`config.mk`:
```
export PLATFORM = sky130hd
export DESIGN_NAME = fp_sub_seq_flat
export DESIGN_NICKNAME = d
export VERILOG_FILES = /design/src/rtl/fp_sub_seq_if.sv /design/src/rtl/fp_sub_seq.sv /design/src/flat_wrapper.sv
export SDC_FILE = /design/constraint.sdc
export NUM_CORES = 1
export LEC_CHECK = 0
export CORE_MARGIN = 3
export CORE_UTILIZATION = 55
export DETAILED_ROUTE_END_ITERATION = 10
export PLACE_DENSITY = 0.78
export SYNTH_ARGS = -nofsm -noshare
export SYNTH_HDL_FRONTEND = slang
export SYNTH_SLANG_ARGS = --single-unit
export TNS_END_PERCENT = 100
```
`constraint.sdc`:
```
create_clock -name clk -period 4.7 [get_ports clk]
set_input_delay 0.94 -clock clk [delete_from_list [all_inputs] [get_ports clk]]
set_output_delay 0.94 -clock clk [all_outputs]
set_load 0.005 [all_outputs]
```
`src/rtl/fp_sub_seq_if.sv`:
```
// ---------------------------------------------------------------------------
// fp_sub_seq_if
// Operand/result handshake bundle for the sequential float subtractor.
//   in_valid / in_ready : operand handshake (a, b accepted on in_valid & in_ready)
//   a, b                : IEEE-754 single operands, result = a - b
//   out_valid/out_ready : result handshake
//   result, exception   : held stable while out_valid is high
//   busy                : block is working on (or holding) an operation
// master = producer/consumer side, slave = the subtractor.
// ---------------------------------------------------------------------------
interface fp_sub_seq_if;
    logic        in_valid;
    logic        in_ready;
    logic [31:0] a;
    logic [31:0] b;
    logic        out_valid;
    logic        out_ready;
    logic [31:0] result;
    logic        exception;
    logic        busy;

    modport master (
        output in_valid, a, b, out_ready,
        input  in_ready, out_valid, result, exception, busy
    );

    modport slave (
        input  in_valid, a, b, out_ready,
        output in_ready, out_valid, result, exception, busy
    );
endinterface

```
`src/rtl/fp_sub_seq.sv`:
```
// ---------------------------------------------------------------------------
// fp_sub_seq
// Multi-cycle IEEE-754 single-precision subtractor, result = a - b.
// Numeric behaviour matches the combinational float adder: hidden bit is 0
// for exponent 0, alignment and normalisation truncate, an all-ones input
// exponent (or a carry into exponent 0xFF) raises exception with result 0.
// Alignment and normalisation move one bit per cycle.
//
// Ports:
//   clk  - clock, rising edge
//   rst  - asynchronous active-high reset
//   bus  - fp_sub_seq_if.slave: in_valid/in_ready/a/b operand handshake,
//          out_valid/out_ready/result/exception result handshake, busy
// Parameter:
//   MAX_ALIGN - saturation of the alignment shift count
// ---------------------------------------------------------------------------
module fp_sub_seq #(
    parameter int MAX_ALIGN = 25
) (
    input  logic         clk,
    input  logic         rst,
    fp_sub_seq_if.slave  bus
);

    localparam int CW = $clog2(MAX_ALIGN + 1);

    typedef enum logic [2:0] {
        IDLE,
        ALIGN,
        COMPUTE,
        NORM,
        DONE
    } state_t;

    state_t state;
    state_t state_next;

    // Working registers
    logic          sign_r;      // sign of the larger-magnitude operand
    logic          sub_r;       // effective subtraction
    logic          exc_in_r;    // an operand had exponent 0xFF
    logic [7:0]    exp_r;       // working exponent
    logic [23:0]   mant_max_r;
    logic [23:0]   mant_min_r;
    logic [CW-1:0] count_r;     // remaining alignment shifts
    logic [24:0]   mant_r;      // sum/difference being normalised
    logic [31:0]   result_r;
    logic          exc_r;

    // Operand ordering, evaluated on the raw inputs at acceptance
    logic [31:0]   b_neg;
    logic          a_is_max;
    logic [31:0]   op_max;
    logic [31:0]   op_min;
    logic [7:0]    exp_diff;
    logic [CW-1:0] shift_sat;
    logic          in_exc;

    always_comb begin
        b_neg     = {~bus.b[31], bus.b[30:0]};
        a_is_max  = (bus.a[30:0] >= b_neg[30:0]);
        op_max    = a_is_max ? bus.a : b_neg;
        op_min    = a_is_max ? b_neg : bus.a;
        // Magnitude ordering guarantees exp(max) >= exp(min): no wrap.
        exp_diff  = op_max[30:23] - op_min[30:23];
        shift_sat = (exp_diff > 8'(MAX_ALIGN)) ? CW'(MAX_ALIGN) : CW'(exp_diff);
        in_exc    = (&bus.a[30:23]) | (&bus.b[30:23]);
    end

    // Normalisation decisions for the current NORM cycle
    logic norm_carry;
    logic norm_left;

    assign norm_carry = mant_r[24];
    assign norm_left  = !mant_r[23] && (mant_r != '0) && (exp_r > 8'd1);

    // Packing of the normalised value
    logic [7:0]  pack_exp;
    logic [31:0] pack_word;
    logic        pack_exc;

    always_comb begin
        // NOTE: every variable written here gets a default first so no path
        // leaves it unassigned, which would otherwise infer a latch.
        pack_exp  = 8'd0;
        pack_word = 32'd0;
        pack_exc  = 1'b0;
        if (mant_r[23]) begin
            // Two denormals summing into bit 23 become the smallest normal.
            pack_exp = (exp_r == 8'd0) ? 8'd1 : exp_r;
        end
        if (exp_r == 8'hFF) begin
            pack_exc = 1'b1;
        end else if (mant_r != '0) begin
            pack_word = {sign_r, pack_exp, mant_r[22:0]};
        end
    end

    // State register
    always_ff @(posedge clk or posedge rst) begin
        if (rst) begin
            state <= IDLE;
        end else begin
            // NOTE: sequential state uses non-blocking assignment so every
            // flop samples pre-edge values regardless of statement order.
            state <= state_next;
        end
    end

    // Next-state and handshake outputs
    logic in_ready_c;
    logic out_valid_c;
    logic busy_c;

    always_comb begin
        state_next  = state;
        in_ready_c  = 1'b0;
        out_valid_c = 1'b0;
        busy_c      = 1'b1;
        unique case (state)
            IDLE: begin
                in_ready_c = 1'b1;
                busy_c     = 1'b0;
                if (bus.in_valid) state_next = ALIGN;
            end
            ALIGN: begin
                if (exc_in_r)            state_next = DONE;
                else if (count_r == '0)  state_next = COMPUTE;
            end
            COMPUTE: state_next = NORM;
            NORM: begin
                if (!norm_carry && !norm_left) state_next = DONE;
            end
            DONE: begin
                out_valid_c = 1'b1;
                if (bus.out_ready) state_next = IDLE;
            end
            default: state_next = IDLE;
        endcase
    end

    assign bus.in_ready  = in_ready_c;
    assign bus.out_valid = out_valid_c;
    assign bus.busy      = busy_c;
    assign bus.result    = result_r;
    assign bus.exception = exc_r;

    // Datapath
    always_ff @(posedge clk or posedge rst) begin
        if (rst) begin
            sign_r     <= 1'b0;
            sub_r      <= 1'b0;
            exc_in_r   <= 1'b0;
            exp_r      <= 8'd0;
            mant_max_r <= 24'd0;
            mant_min_r <= 24'd0;
            count_r    <= '0;
            mant_r     <= 25'd0;
            result_r   <= 32'd0;
            exc_r      <= 1'b0;
        end else begin
            unique case (state)
                IDLE: begin
                    if (bus.in_valid) begin
                        sign_r     <= op_max[31];
                        sub_r      <= op_max[31] ^ op_min[31];
                        exc_in_r   <= in_exc;
                        exp_r      <= op_max[30:23];
                        mant_max_r <= {|op_max[30:23], op_max[22:0]};
                        mant_min_r <= {|op_min[30:23], op_min[22:0]};
                        count_r    <= shift_sat;
                    end
                end
                ALIGN: begin
                    if (exc_in_r) begin
                        result_r <= 32'd0;
                        exc_r    <= 1'b1;
                    end else if (count_r != '0) begin
                        mant_min_r <= mant_min_r >> 1;
                        count_r    <= count_r - 1'b1;
                    end
                end
                COMPUTE: begin
                    // max >= min in magnitude, so the difference never wraps.
                    mant_r <= sub_r ? ({1'b0, mant_max_r} - {1'b0, mant_min_r})
                                    : ({1'b0, mant_max_r} + {1'b0, mant_min_r});
                end
                NORM: begin
                    if (norm_carry) begin
                        mant_r <= mant_r >> 1;
                        exp_r  <= exp_r + 8'd1;
                    end else if (norm_left) begin
                        mant_r <= mant_r << 1;
                        exp_r  <= exp_r - 8'd1;
                    end else begin
                        result_r <= pack_word;
                        exc_r    <= pack_exc;
                    end
                end
                DONE: ;
                default: ;
            endcase
        end
    end

endmodule

```
`src/flat_wrapper.sv`:
```
// flat-port wrapper written by rule: the top's interface ports become plain ports
module fp_sub_seq_flat 
#(
    parameter int MAX_ALIGN = 25
)
  (clk, rst, bus_in_valid, bus_a, bus_b, bus_out_ready, bus_in_ready, bus_out_valid, bus_result, bus_exception, bus_busy);
  fp_sub_seq_if bus_i ();
  input  logic clk;
  input  logic rst;
  input wire logic [$bits(bus_i.in_valid)-1:0] bus_in_valid;
  input wire logic [$bits(bus_i.a)-1:0] bus_a;
  input wire logic [$bits(bus_i.b)-1:0] bus_b;
  input wire logic [$bits(bus_i.out_ready)-1:0] bus_out_ready;
  output wire logic [$bits(bus_i.in_ready)-1:0] bus_in_ready;
  output wire logic [$bits(bus_i.out_valid)-1:0] bus_out_valid;
  output wire logic [$bits(bus_i.result)-1:0] bus_result;
  output wire logic [$bits(bus_i.exception)-1:0] bus_exception;
  output wire logic [$bits(bus_i.busy)-1:0] bus_busy;
  assign bus_i.in_valid = bus_in_valid;
  assign bus_i.a = bus_a;
  assign bus_i.b = bus_b;
  assign bus_i.out_ready = bus_out_ready;
  assign bus_in_ready = bus_i.in_ready;
  assign bus_out_valid = bus_i.out_valid;
  assign bus_result = bus_i.result;
  assign bus_exception = bus_i.exception;
  assign bus_busy = bus_i.busy;
  fp_sub_seq #(.MAX_ALIGN(MAX_ALIGN)) u_core (.clk(clk), .rst(rst), .bus(bus_i));
endmodule
```
# Word level (Yosys, flattened, before mapping)
# Cells that the tools add are included.
[word_totals] mem_bits_rw=0 romBits=0 word_cells=105 in_bits=68 output_inout_bits=36 memories=0 latchBits=0 reg_bits=125
[classes] bitwise=3 shift=0 n_mux=41 magnitude_cmp=3 mul=0 div_mod_pow=0 reduce_logical=25 add_sub_neg=6 n_eq_ne=15
[ops] cell="$mux W32" count=7
[ops] cell="$mux W25" count=3
[ops] cell="$mux W24" count=3
[ops] cell="$pmux W32 S2" count=1
[ops] cell="$pmux W25 S2" count=1
[ops] cell="$pmux W24 S2" count=1
[ops] cell="$mux W8" count=5
[ops] cell="$ge A31 B31 Y1" count=1
[ops] cell="$add A24 B24 Y25" count=1
[ops] cell="$reduce_bool A25 Y1" count=1
[ops] cell="$sub A24 B24 Y25" count=1
[ops] cell="$mux W5" count=4
[ops] cell="$pmux W8 S2" count=1
[ops] cell="$reduce_and A8 Y1" count=2
[ops] cell="$reduce_or A8 Y1" count=2
[ops] cell="$mux W3" count=5
[ops] cell="$pmux W3 S5" count=1
[ops] cell="$reduce_and A4 Y1" count=3
[ops] cell="$ne A2 B2 Y1 const B" count=5
[ops] cell="$pmux W5 S2" count=1
[ops] cell="$add A8 B1 Y8 const B" count=1
[ops] cell="$eq A8 B8 Y1 const B" count=1
[ops] cell="$gt A8 B1 Y1 const B" count=1
[ops] cell="$gt A8 B5 Y1 const B" count=1
[ops] cell="22 further kinds" count=40

# Logic depth before layout (Yosys ltp)
# Gate-level depths: netlist of run 1.
[depth] word_depth=8 ltp_mapped=18 mapped_depth_nobuf=18

# Worst setup path before layout of run 1
# No wires, ideal clock.
[synth_path] path_type="in2reg" startpoint="input bus_b[24]" endpoint="register u_core.count_r[2]" setup_slack_ns=0.929 cell_stages=13 setup_time_ns=0.134 path_buffers=1 arrival_ns=3.637 path_cell_list="inv_1 ha_1 a211o_1 a221o_1 a221o_1 buf_6 o211a_4 a2111oi_4 nor3_2 a2111o_1 a2bb2oi_2 nand2_2 o221ai_2"
[synth_via] elab_chain_len=7 elab_cells_between_ends=8 cone_classes="add/sub: 1; order compare: 2; mux: 5"
[synth_lines] item="from (decl)" line_no="flat_wrapper.sv:12" text="input wire logic [$bits(bus_i.b)-1:0] bus_b;"
[synth_lines] item="$ge A31 B31 Y1" line_no="fp_sub_seq.sv:61" text="a_is_max = (bus.a[30:0] >= b_neg[30:0]);"
[synth_lines] item="$mux W32, on equally long branches" line_no="fp_sub_seq.sv:62, fp_sub_seq.sv:63"
[synth_lines] item="$sub A8 B8 Y8 (*)" line_no="fp_sub_seq.sv:65" text="exp_diff = op_max[30:23] - op_min[30:23];"
[synth_lines] item="$gt A8 B5 Y1" line_no="fp_sub_seq.sv:66" text="shift_sat = (exp_diff > 8'(MAX_ALIGN)) ? CW'(MAX_ALIGN) : CW'(exp_diff);"
[synth_lines] item="$mux W5 (*)" line_no="fp_sub_seq.sv:66"
[synth_lines] item="$mux W5 (*)" line_no="fp_sub_seq.sv:164" text="if (bus.in_valid) begin"
[synth_lines] item="$pmux W5 S2 (*)" line_no="fp_sub_seq.sv:162" text="unique case (state)"
[synth_lines] item="to (signal assigned)" line_no="fp_sub_seq.sv:171" text="count_r <= shift_sat;"
[synth_lines] item="to (signal assigned)" line_no="fp_sub_seq.sv:180" text="count_r <= count_r - 1'b1;"
[synth_lines] item="to (decl)" line_no="fp_sub_seq.sv:45" text="logic [CW-1:0] count_r;"
# Mark *: on every way between the ends. The rest lies on a longest branch, timed or not. The select of a mux whose other input is x is not followed.
# A chain may end at the register's enable or synchronous reset.

# Final worst setup path of run 1
[layout_path] startpoint="register u_core.mant_min_r[0]" endpoint="register u_core.mant_r[23]"
[layout_via] elab_chain_len=3 elab_cells_between_ends=4 cone_classes="add/sub: 2; mux: 2"
[layout_lines] item="from (decl)" line_no="fp_sub_seq.sv:44" text="logic [23:0] mant_min_r;"
[layout_lines] item="from (signal assigned)" line_no="fp_sub_seq.sv:170" text="mant_min_r <= {|op_min[30:23], op_min[22:0]};"
[layout_lines] item="from (signal assigned)" line_no="fp_sub_seq.sv:179" text="mant_min_r <= mant_min_r >> 1;"
[layout_lines] item="$add A24 B24 Y25 or $sub A24 B24 Y25 (tied branches)" line_no="fp_sub_seq.sv:186, fp_sub_seq.sv:185"
[layout_lines] item="$mux W25 (*)" line_no="fp_sub_seq.sv:185" text="mant_r <= sub_r ? ({1'b0, mant_max_r} - {1'b0, mant_min_r})"
[layout_lines] item="$pmux W25 S2 (*)" line_no="fp_sub_seq.sv:162"
[layout_lines] item="to (signal assigned)" line_no="fp_sub_seq.sv:185"
[layout_lines] item="to (signal assigned)" line_no="fp_sub_seq.sv:190" text="mant_r <= mant_r >> 1;"
[layout_lines] item="to (signal assigned)" line_no="fp_sub_seq.sv:193" text="mant_r <= mant_r << 1;"
[layout_lines] item="to (decl)" line_no="fp_sub_seq.sv:46" text="logic [24:0] mant_r;"
# Mark *: on every way between the ends. The rest lies on a longest branch, timed or not.

==> results of run 1 <==
==> path summary, 6_finish.rpt <==
path	from	endpoint	slack [ns]	cells past startpoint
setup / recovery	u_core.mant_min_r[0]$_DFFE_PP0P_	u_core.mant_r[23]$_DFFE_PP0P_	0.49	18
hold / removal	u_core.bus.result[4]$_DFFE_PP0P_	u_core.bus.result[4]$_DFFE_PP0P_	0.47	2
setup reg to reg	u_core.mant_min_r[0]$_DFFE_PP0P_	u_core.mant_r[23]$_DFFE_PP0P_	0.49	18
hold reg to reg	u_core.bus.result[4]$_DFFE_PP0P_	u_core.bus.result[4]$_DFFE_PP0P_	0.47	2
max in group asynchronous	rst	u_core.mant_max_r[5]$_DFFE_PP0P_	2.84	3
min in group asynchronous	rst	u_core.bus.result[29]$_DFFE_PP0P_	1.06	2
==> registers in the layout, summed over array words and instances, names as in the netlist, 3 cells and up <==
| signal | count |
|---|---|
| u_core.bus.result | 32 |
| u_core.count_r | 5 |
| u_core.exp_r | 8 |
| u_core.mant_max_r | 24 |
| u_core.mant_min_r | 24 |
| u_core.mant_r | 25 |
| u_core.state | 3 |
==> critical path, stage by stage, from the launching register on <==
cell	delay, ns
dfrtp_1	0.43
inv_1	0.08
ha_1	0.19
nand2_1	0.06
nor3_1	0.30
a21oi_1	0.14
xnor2_1	0.16
ha_1	0.34
a21o_1	0.20
a21o_1	0.18
a21oi_1	0.31
nand2_1	0.11
o211ai_1	0.27
o211ai_1	0.18
nand4_1	0.14
a21boi_0	0.12
o41ai_1	0.38
mux2_2	0.39
o21ai_0	0.13
==> cell usage in the layout (no fill, tap or decap), types with 17 or more instances in the layout <==
cell / instances
xnor2_1: 39
clkdlybuf4s50_1: 103
o211ai_1: 19
mux2i_1: 55
dfrtp_1: 125
a21oi_1: 105
inv_1: 56
nand2_1: 220
nor3_1: 27
clkbuf_16: 17
nand3_1: 17
nor2_1: 114
buf_4: 23
o21ai_0: 137
ha_1: 61
==> final cells by class <==
type	count	area share (%)
clock buffers	19	4.03
clock inverters	13	1.47
inverters	57	1.92
multi-input cells	954	51.3
flip-flops and latches	125	27.8
well taps	220	2.45
repair buffers	128	11.1
==> power by group through the flow <==
stage               Clock, mW  Combinational [mW]  Sequential (mW)
detailed placement          0                4.69             2.13
global placement            0                4.57             2.10
floorplan                   0                3.64             1.92
finish                   1.36                4.76             2.13
CTS                      1.37                4.74             2.11
global route             1.43                5.38             2.20
==> per-stage QoR <==
| step | hold WS (ns) | instances | util (%) | cell area, um^2 | power [mW] |
|---|---|---|---|---|---|
| after floorplan | 0.450 | 1200 | - | 9360 | 5.56 |
| after global placement | 0.461 | 1484 | 63.9 | 10600 | 6.67 |
| after detailed placement | 0.471 | 1484 | 63.9 | 10600 | 6.81 |
| after CTS | 0.483 | 1516 | 67.6 | 11300 | 8.23 |
| after global routing | 0.493 | 1516 | 67.6 | 11300 | 9.01 |
| final | 0.474 | 1516 | 67.6 | 11300 | 8.25 |
==> logic make-up (layout without fill, tap and decap cells) <==
kind of cell               after synthesis  after routing  synth area share, %
buffers and inverters                  121            217                 5.10
muxes                                   60             60                 6.61
DFF                                    125            125                 33.4
AOI/OAI and AO/OA                      338            338                 21.4
adders and majority gates               62             62                 8.37
xor gates and xnor gates                47             47                 4.40
and+or+nand+nor                        447            447                 20.7
==> layer usage <==
metal / routed length (um) / vias up / part of all wire (%)
met4: 408 / 0 / 1.8
li1: - / 4390 / -
met2: 10300 / 242 / 44
met3: 1030 / 30 / 4.4
met5: 0 / - / 0
met1: 11600 / 4032 / 50
==> results by group, run 1 <==
Synthesis
  • Yosys top cell by area: dfrtp_1
  • Synth Warn #: 0
  • Post-synthesis sequential element count: 125
  • Register area share after synthesis: about a third
  • Synth unique cells: slightly below 70
  • Mapped Area: ~9400 um^2
  • Main flop type after synthesis: dfrtp_1
  • Avg Cell Area, Syn: 7.80 um^2
  • Post-synth ARST share: 100%
  • Synth Net Count: ~1,300
  • Post-Syn Instances: ~1,200
  • Top post-synthesis cells by area: dfrtp_1, nand2_1, ha_1, o21ai_0, mux2i_1
  • Number of flops mapped to enable cells by yosys: 0
  • Synth cell count leaders: nand2_1, o21ai_0, dfrtp_1
  • Post-synth top area share: between 30% and 40%
  • Most common cell in the netlist: nand2_1

Timing
  • Relative max-transition margin: approximately 23%
  • Setup_tns: 0 ns
  • Post-route worst setup slack: approximately 0.49 ns
  • Setup Skew: 0.00835 ns
  • Crit path time final: approximately 4.2 ns
  • Unrepaired setup endpoints after global routing: no
  • Pins over their slew limit: 0
  • Final Hold Fails: 0
  • Final setup fails: 0
  • Final Cycle Share: between 80 and 90%
  • Worst-margin pin slew: about 1.1 ns
  • Max frequency: between 200 and 250 MHz

Power
  • Sw power: between 3 and 4 mW
  • Leak: approximately 5 nW
  • Switching share of power: between 40 and 50%
  • Logic pwr share: a little under 60%
  • Max VDD drop: around 0.46 mV
  • Internal power: ~4.5 mW
  • Reg power frac: between 20% and 30%
  • Power per cell area: 733 nW/um^2
  • Clock Power Share: 16.5%

Global routing
  • Total track usage: approximately 26%
  • Met1 Use GR: a little under two fifths
  • Initial antenna violation count: 0
  • Met3 Usage GRT: just under 4%
  • Vias in the first global route: 7,819
  • First-pass GRT wire length: between 30,000 and 40,000 um
  • GRT met2 Usage: between 30% and 40%
  • Gr busiest metal: met2
  • Largest net degree at the start of global routing: 72
  • Gr ovfl total: 0

Clocking
  • CTS sink cnt: approximately 130
  • Root buf cell: clkbuf_16
  • Clock Path Buffers: 2
  • CTS Hold Buffers Added: 0
  • CTS tree: yes
  • Total setup buffers inserted after CTS: 0
  • Clock latency on the worst-skew pair: about 0.42 ns
  • H-tree Lvls: 4
  • Cts repair resizes: 0
  • TritonCTS buffer count: 17
  • Reg clk slew, reported paths: approximately 0.060 ns

Floorplanning
  • Die H: 136 um
  • Die X-Extent: 136 um
  • Starting Density: a little under three fifths
  • Core ar.: about 17,000 um^2
  • Die ar.: around 19,000 um^2
  • Row count: 47
  • Number of top-level pins: 104

Placed design
  • HPWL after detailed placement: approximately 17,000 um
  • Placer Congestion: 0.875
  • Place WS: 0.120 ns
  • Port Buf Inserts: 103

Setup path
  • Crit. End Element: flip-flop
  • CP Data Required Time: a little over 5 ns
  • Crit path kind: reg -> reg
  • Startpoint Class: flip-flop
  • CP arrival: between 4 and 5 ns
  • Crit path max fanout: 5

Drt
  • Vias per cell: between 5 and 6
  • Post-route ant nets: 0
  • Wire per inst: ~15 um
  • Via count: slightly below 9,000
  • DRT Pass-1 Iters: 5
  • Drt initial violations: about 730
  • Residual DRC: 0
  • Drt total wl: about 23,000 um

Layout
  • # diodes: 0
  • Register Area: 3130 um^2
  • Nets: between 1,000 and 1,500
  • Layout cell share with drive strength beyond 1: between 6 and 7%
  • Layout fillers: roughly 1,400
  • Area grow syn2layout: 20.3%
  • Area of the multi-input gates: between 5000 and 6000 um^2

Status
  • Status: completed

Flow run
  • Max cap viols: 0

Min path
  • HP Class: reg -> reg
Note: power is estimated with default switching activity, not from simulation.
==> inputs of run 2 (changes only) <==
--- a/config.mk
+++ b/config.mk
@@ -9,6 +9,7 @@
 export CORE_UTILIZATION = 55
 export DETAILED_ROUTE_END_ITERATION = 10
 export PLACE_DENSITY = 0.78
+export SETUP_SLACK_MARGIN = 0.02
 export SYNTH_ARGS = -nofsm -noshare
 export SYNTH_HDL_FRONTEND = slang
 export SYNTH_SLANG_ARGS = --single-unit
==> results of run 2 <==
The final DEF is identical to that of run 1; final timing and power are the same.
==> inputs of run 3 (changes only) <==
--- a/config.mk
+++ b/config.mk
@@ -7,6 +7,7 @@
 export LEC_CHECK = 0
 export CORE_MARGIN = 3
 export CORE_UTILIZATION = 55
+export CTS_BUF_LIST = sky130_fd_sc_hd__clkbuf_2 sky130_fd_sc_hd__clkbuf_4 sky130_fd_sc_hd__clkbuf_8
 export DETAILED_ROUTE_END_ITERATION = 10
 export PLACE_DENSITY = 0.78
 export SETUP_SLACK_MARGIN = 0.02
==> run 3 against run 2 <==
Clock skew grew 0.0071 ns. Clock-buffer cell count stayed put. Flip-flop and latch count did not move. Hold slack gained 0.0044 ns. Fmax grew 1.2%. Highest routed layer unchanged. Global-route usage decreased by 0.49 points. Combinational power is essentially flat. Register-to-register slack better by 0.05 ns. Sequential share of layout area rose by 0.48 points. Utilization shrank 1.2 points. Clock power is 26% lower.
==> results by group, run 3 (synthesis results as in run 1) <==
Clocking
  • Clock latency on the worst-skew pair: 0.46 ns (+0.04 ns)
  • Total setup buffers inserted after CTS: 0 (unchanged)
  • H-tree Lvls: 4 (unchanged)
  • CTS tree: yes
  • Reg clk slew, reported paths: 0.08 ns (+0.02 ns)
  • Clock Path Buffers: 2 (unchanged)
  • Cts repair resizes: 0 (unchanged)
  • CTS sink cnt: 125 (unchanged)
  • CTS Hold Buffers Added: 0 (unchanged)
  • TritonCTS buffer count: 17 (unchanged)
  • Root buf cell: clkbuf_8

Flow run
  • Max cap viols: 0 (unchanged)

Placed design
  • HPWL after detailed placement: 17,400 um (unchanged)
  • Port Buf Inserts: 103 (unchanged)
  • Placer Congestion: 0.875 (unchanged)
  • DP Cell Count: 1,484 (unchanged)
  • Place WS: 0.120 ns (unchanged)

Min path
  • HP Class: reg -> reg

Global routing
  • Total track usage: 25.2% (-0.49 points)
  • Vias in the first global route: 7,747 (-0.92%)
  • Initial antenna violation count: 0 (unchanged)
  • Largest net degree at the start of global routing: 72 (unchanged)
  • Gr ovfl total: 0 (unchanged)
  • First-pass GRT wire length: 37,800 um (-1.6%)

Drt
  • Post-route ant nets: 0 (unchanged)
  • Drt initial violations: 677 (-6.7%)
  • Vias per cell: 5.70 (-0.64%)
  • DRT Pass-1 Iters: 5 (unchanged)
  • Wire per inst: 15.1 um (-1.7%)
  • Residual DRC: 0 (unchanged)
  • Via count: 8,638 (-0.64%)
  • Drt total wl: 22,900 um (-1.7%)

Power
  • Leak: 4.89 nW (-1.8%)
  • Power per cell area: 711 nW/um^2 (-3.0%)
  • Max VDD drop: 0.347 mV (-25%)

Timing
  • Setup_tns: 0 ns (unchanged)
  • Final Cycle Share: 88.6% (-1.1 points)
  • Worst-margin pin slew: 1.15 ns (+0.00101 ns)
  • Max frequency: 240 MHz (+1.2%)
  • Final hold slack: 0.478 ns (+0.00439 ns)
  • Relative max-transition margin: 23.1% (-0.068 points)
  • Post-route worst setup slack: 0.536 ns (+0.0494 ns)
  • Crit path time final: 4.16 ns (-0.0494 ns)
  • Setup Skew: 0.0155 ns (+0.00710 ns)
  • Final Hold Fails: 0 (unchanged)
  • Unrepaired setup endpoints after global routing: no
  • Final setup fails: 0 (unchanged)
  • Pins over their slew limit: 0 (unchanged)

Setup path
  • Crit path kind: reg -> reg
  • CP arrival: 4.54 ns (-0.02 ns)
  • Crit. End Element: flip-flop
  • Crit path max fanout: 6 (+1)
  • CP Data Required Time: 5.08 ns (+0.03 ns)
  • Startpoint Class: flip-flop

Layout
  • Area grow syn2layout: 18.2%
  • # diodes: 0 (unchanged)
  • Layout cell share with drive strength beyond 1: 6.33% (unchanged)
  • Max reg flops: 32 (unchanged)
  • Nets: 1,413 (unchanged)
  • Most common cell after layout, fill and taps aside: nand2_1
  • Fin cells: 1,516 (unchanged)
  • Most frequent cells in the layout: nand2_1, o21ai_0, dfrtp_1

Floorplanning
  • Die X-Extent: 136 um (unchanged)
  • Die H: 136 um (unchanged)
  • Die ar.: 18,600 um^2 (unchanged)
  • Row count: 47 (unchanged)
  • Core ar.: 16,600 um^2 (unchanged)
  • Starting Density: 56.2% (unchanged)
  • Number of top-level pins: 104 (unchanged)

Status
  • Status: completed
## run 3: changes by cell type in the layout (fill, tap and decap cells not counted)
| cell | before | now |
|---|---|---|
| clkbuf_8 | 2 | 19 |
| clkbuf_16 | 17 | 0 |
## run 3: power by group
part	internal, mW	switching (mW)
Clock	0.554	0.455
Combinational	2.07	2.66
Sequential	1.57	0.553
## run 3: critical path, stage by stage, from the launching register on
cell      delay [ns]
dfrtp_1         0.43
inv_1           0.08
ha_1            0.19
nand2_1         0.06
nor3_1          0.29
a21oi_1         0.14
xnor2_1         0.16
ha_1            0.34
a21o_1          0.20
a21o_1          0.18
a21oi_1         0.30
nand2_1         0.11
o211ai_1        0.28
o211ai_1        0.19
nand4_1         0.15
a21boi_0        0.12
o41ai_1         0.34
mux2_2          0.39
o21ai_0         0.13
## run 3: per-stage QoR
step | util, % | cell area, um^2 | total power, mW
floorplan | - | 9360 | 5.56
global placement | 63.9 | 10600 | 6.67
detailed placement | 63.9 | 10600 | 6.81
CTS | 66.5 | 11100 | 7.86
global route | 66.5 | 11100 | 8.63
finish | 66.5 | 11100 | 7.86
## run 3: cell type report
| class | count | area, um^2 |
|---|---|---|
| repair buffers | 128 | 1240 |
| inverters | 57 | 216 |
| clock buffers | 19 | 262 |
| fillers | 1444 | 5580 |
| multi-input cells | 954 | 5770 |
| clock inverters | 13 | 165 |
| well taps | 220 | 275 |
| flip-flops and latches | 125 | 3130 |
## run 3: path summary, 6_finish.rpt
check	start	endpoint	slack, ns	cells past startpoint
setup reg to reg	u_core.mant_min_r[1]$_DFFE_PP0P_	u_core.mant_r[23]$_DFFE_PP0P_	0.54	18
max in group asynchronous	rst	u_core.mant_min_r[5]$_DFFE_PP0P_	2.89	3
hold / removal	u_core.bus.result[4]$_DFFE_PP0P_	u_core.bus.result[4]$_DFFE_PP0P_	0.48	2
setup / recovery	u_core.mant_min_r[1]$_DFFE_PP0P_	u_core.mant_r[23]$_DFFE_PP0P_	0.54	18
hold reg to reg	u_core.bus.result[4]$_DFFE_PP0P_	u_core.bus.result[4]$_DFFE_PP0P_	0.48	2
min in group asynchronous	rst	u_core.exp_r[4]$_DFFE_PP0P_	1.02	2
## run 3: metal layers
metal  track usage, %  wire length [um]
met5                0                 0
met4             7.11               322
met3             3.59               935
met2             37.9             10000
met1             37.7             11600
